[src/rtl/rnf_link_rxsnp_wrap.sv]
// rnf_link_rxsnp_wrap
//   Receive side of the RXSNP link channel. Issues L-credits to the link
//   transmitter, buffers incoming snoop flits in arrival order, and presents
//   the oldest buffered flit to the snoop consumer with a valid/ready handshake.
//   Flits whose Opcode is SnpLCrdReturn (5'h00) hand a credit back without
//   being buffered.
//
// Ports
//   clk            clock, rising edge
//   rst            asynchronous active-high reset
//   rxsnp_en       link active; 1 permits credit issue
//   rxsnpflitv     snoop flit valid from link
//   rxsnpflit      snoop flit from link
//   rxsnpflitpend  flit-pending hint (unused)
//   rxsnp_lcrdv    registered L-credit grant to transmitter
//   snp_valid      buffer head valid
//   snp_flit       buffer head flit
//   snp_ready      consumer accepts head
//   rxsnp_crd_out  credits outstanding at the transmitter
//   rxsnp_occ      buffer occupancy
//   rxsnp_err      sticky error: flit received with no credit outstanding
module rnf_link_rxsnp_wrap #(
   parameter  int SNP_FLIT_WIDTH  = 88,
   parameter  int RXSNP_BUF_DEPTH = 4,
   parameter  int OPCODE_LSB      = 50,
   localparam int CW              = $clog2(RXSNP_BUF_DEPTH + 1)
) (
   input  logic                      clk,
   input  logic                      rst,
   input  logic                      rxsnp_en,
   input  logic                      rxsnpflitv,
   input  logic [SNP_FLIT_WIDTH-1:0] rxsnpflit,
   input  logic                      rxsnpflitpend,
   output logic                      rxsnp_lcrdv,
   output logic                      snp_valid,
   output logic [SNP_FLIT_WIDTH-1:0] snp_flit,
   input  logic                      snp_ready,
   output logic [CW-1:0]             rxsnp_crd_out,
   output logic [CW-1:0]             rxsnp_occ,
   output logic                      rxsnp_err
);

   localparam int            PW       = $clog2(RXSNP_BUF_DEPTH);
   localparam logic [PW-1:0] LAST_PTR = PW'(RXSNP_BUF_DEPTH - 1);
   localparam logic [CW:0]   DEPTH_W  = (CW + 1)'(RXSNP_BUF_DEPTH);

   logic [SNP_FLIT_WIDTH-1:0] mem [RXSNP_BUF_DEPTH];
   logic [PW-1:0]             wr_ptr;
   logic [PW-1:0]             rd_ptr;
   logic [CW-1:0]             occ;
   logic [CW-1:0]             crd_out;
   logic                      lcrdv;
   logic                      err;

   logic [CW:0]               committed;
   logic                      issue;
   logic                      has_crd;
   logic                      is_return;
   logic                      consume;
   logic                      push;
   logic                      pop;
   logic                      unused_pend;

   assign unused_pend = rxsnpflitpend;

   function automatic logic [PW-1:0] ptr_inc(input logic [PW-1:0] p);
      return (p == LAST_PTR) ? '0 : p + 1'b1;
   endfunction

   always_comb begin
      // Buffer entries are either occupied or promised to the transmitter;
      // a new credit is only issued while some entry is neither.
      committed = {1'b0, occ} + {1'b0, crd_out};
      issue     = rxsnp_en & (committed < DEPTH_W);
      has_crd   = (crd_out != '0);
      is_return = (rxsnpflit[OPCODE_LSB +: 5] == 5'h00);
      consume   = rxsnpflitv & has_crd;
      // An outstanding credit guarantees a free entry, so push never overflows.
      push      = consume & ~is_return;
      pop       = (occ != '0) & snp_ready;
   end

   always_ff @(posedge clk or posedge rst) begin
      if (rst) begin
         wr_ptr  <= '0;
         rd_ptr  <= '0;
         occ     <= '0;
         crd_out <= '0;
         lcrdv   <= 1'b0;
         err     <= 1'b0;
      end else begin
         lcrdv   <= issue;
         crd_out <= crd_out + CW'(issue) - CW'(consume);
         occ     <= occ + CW'(push) - CW'(pop);
         if (push) wr_ptr <= ptr_inc(wr_ptr);
         if (pop)  rd_ptr <= ptr_inc(rd_ptr);
         if (rxsnpflitv & ~has_crd) err <= 1'b1;
      end
   end

   always_ff @(posedge clk) begin
      if (push) mem[wr_ptr] <= rxsnpflit;
   end

   assign rxsnp_lcrdv   = lcrdv;
   assign snp_valid     = (occ != '0);
   assign snp_flit      = mem[rd_ptr];
   assign rxsnp_crd_out = crd_out;
   assign rxsnp_occ     = occ;
   assign rxsnp_err     = err;

endmodule

[config.mk]
export PLATFORM = sky130hd
export DESIGN_NAME = rnf_link_rxsnp_wrap
export DESIGN_NICKNAME = d
export VERILOG_FILES = /design/src/rtl/rnf_link_rxsnp_wrap.sv
export SDC_FILE = /design/constraint.sdc
export NUM_CORES = 1
export LEC_CHECK = 0
export CAP_MARGIN = 0
export CORE_MARGIN = 1.5
export CORE_UTILIZATION = 30
export DETAILED_ROUTE_END_ITERATION = 7
export MAX_ROUTING_LAYER = met4
export SKIP_CTS_REPAIR_TIMING = 1
export SLEW_MARGIN = 20
export SYNTH_ARGS = -nofsm -noshare
export SYNTH_HDL_FRONTEND = slang
export SYNTH_SLANG_ARGS = --single-unit
[constraint.sdc]
create_clock -name clk -period 2.05 [get_ports clk]
set_input_delay 0.3075 -clock clk [delete_from_list [all_inputs] [get_ports clk]]
set_output_delay 0.3075 -clock clk [all_outputs]
set_load 0.01 [all_outputs]
==> results.yml <==
die:
  fp.dieH_um: 214
  row_count: 77
  dieArea_um2: 45800
  pin_count: 191
  coreArea_um2: 44100
  start_util: 0.303
  die_x_um: 214
logic_synthesis:
  yosys_register_bits: 364
  synth_area_leaders: "edfxtp_1 (79%), mux4_2 (15%), dfrtp_1 (2.2%), ha_1 (1.0%), buf_2 (0.49%)"
  synth_top_area_frac: 0.791
  synth_edf_count: 352
  synthAdderAreaFrac: 0.0133
  synth_xor_area_frac: 0.00262
  yosys_warnings: 0
  syn_area_um2: 13400
  async_reset_ff_frac: 0.0330
  yosysSeqAreaShare: 0.813
  synth_top_family_by_area: "multiplexers"
  syn_area_per_cell_um2: 25.7
  yosysTopAreaCell: "edfxtp_1"
  syn_inst: 521
  synth-compound-area-share: 0.00234
  syn-num-nets: 628
  muxShareOfSynthArea: 0.152
  synth_ff_type: "edfxtp_1"
  synthSimpleGateAreaFrac: 0.00608
  ys_types: 22
run:
  maxCapViolCount: 0
layout:
  layout_common_cells: "edfxtp_1 (352), clkdlybuf4s50_1 (97), mux4_2 (88)"
  final_common_cell: "edfxtp_1"
  n_antenna_cell: 0
  final_layout_size_suffix_gt1_frac: 0.397
  area_delta_synth_final_pct: 35.2
  finalNonFillerCells: 1423
  final_nets: 910
  final_area_um2: 18100
  utilization: 0.410
power_and_ir_drop:
  power.density_nw_per_um2: 1490
  leakage_nw: 6.16
  ir_drop_mv: 0.704
  totalPowerFinal_mw: 27.0
timing:
  setup_tns_ps: -26420
  max_freq_ghz: 0.412
  hold_ws_ps: 95.6
  hold_viol_final: 0
  period_needed_ps: 2430
  worst_slack_ps: -379
  maxSlewViolCount: 0
  rsz0062_at_grt: "yes"
  post-route-period-util: 1.18
  finClkSkew_ps: 12.1
  finalSetupViolCount: 92
  tightest_slew_ps: 525
  slew_headroom: 0.649
route:
  first_pass_iters: 4
  first_iter_violations: 335
  num_vias: 6306
  drt-total-wl_um: 28700
  via_per_inst: 4.43
  drc: 0
  ant_nets: 0
  wl_per_cell_um: 20.2
grt:
  grt_pass1_wl_um: 42600
  grt_max_degree: 34
  track_usage: 0.128
  grt_pass1_vias: 6899
  antenna_found_initial: 0
  grt_overflow_total: 0
critical_path:
  cp-end-kind: "output port"
  reg2reg_slack_ps: -180
  crit_start: "rd_ptr[0]"
  max_stage_delay_ps: 560
  cp_data_required_time_ps: 1740
  r2r_start: "rxsnp_occ[2]"
  crit_type: "reg -> out"
  cp_cell_sequence: "buf_12, buf_6, buf_12, mux4_2, buf_6"
  crit_arrival_ps: 2120
  worst_setup_path_start_kind: "flip-flop"
  crit_slowest_cell: "dfrtp_4"
  crit_fanout: 7
clocking:
  clockBufferDepth: 3
  numCtsBuffers: 40
  htree_levels: 2
  clk_latency_ps: 540
  clockRootBuffer: "clkbuf_16"
  cts_tree: "built"
  path_clk_slew_ps: 60
  cts.sinks: 364
placement:
  placed_cells: 1328
  place.gp.congestion: 0.722
  portBuffers: 189
  dpl_cell_area_um2: 16600
  pre_cts_slack_ps: -751
  dp.final_hpwl_um: 17200
run_status:
  violations: "setup timing"
  status: "complete, but fails checks"
hold_path:
  hp-class: "in -> async"
per-layer routing:
metal	vias up	wire (um)	GRT usage
li1	2790	-	-
met1	3306	12800	0.167
met2	173	13600	0.195
met3	37	1690	0.0332
met4	0	633	0.0437
met5	-	0	-
path summary, 6_finish.rpt:
check / end / depth (start not counted)
min in group clk: mem[3][52] / 1
min: rxsnp_crd_out[2] / 2
max: snp_flit[60] / 5
max reg2reg: rxsnp_crd_out[2] / 9
min reg2reg: rxsnp_err / 1
max in group asynchronous: rd_ptr[0] / 2
Yosys cell counts (2+ instances only):
cell / n
mux2_4: 2
inv_1: 12
xnor2_1: 4
and2_2: 4
nand2_1: 2
dfrtp_1: 12
nor2_1: 2
clkbuf_1: 7
fa_1: 2
ha_1: 11
buf_2: 13
mux2_2: 2
edfxtp_1: 352
mux4_2: 88
layout make-up:
| cell class | instances | area, um^2 |
|---|---|---|
| multi-input combinational | 125 | 2450 |
| timing repair buffer | 260 | 2630 |
| inverter | 12 | 47.5 |
| tap | 592 | 741 |
| clock buffer | 51 | 1070 |
| clock inverter | 19 | 245 |
| fill | 3974 | 26100 |
| sequential | 364 | 10900 |
where the power goes:
part / leakage [nW] / internal [mW] / switching [mW]
registers: 3.36 / 9.81 / 0.394
logic: 2.16 / 5.14 / 4.42
clock network: 0.643 / 4.44 / 2.75
worst max-delay path, delay by kind of cell, from the launching register on:
kind / cells / cell delay (ps)
muxes: 1 / 460
DFF: 1 / 560
buffers and inverters: 4 / 560
flip-flops by register name, indices dropped and copies added, names as in the netlist:
signal	flops
rxsnp_crd_out	3
rxsnp_lcrdv	1
rxsnp_err	1
rd_ptr	2
wr_ptr	2
mem	352
rxsnp_occ	3
cell families (layout without fill, tap and decap cells):
| logic type | Yosys count | after routing |
|---|---|---|
| AOI/OAI and AO/OA | 3 | 3 |
| xor gates and xnor gates | 4 | 4 |
| adders and majority gates | 13 | 13 |
| buffers and inverters | 32 | 342 |
| DFF | 364 | 364 |
| muxes | 92 | 92 |
| and+or+nand+nor | 13 | 13 |
(Power assumes the default switching activity.)
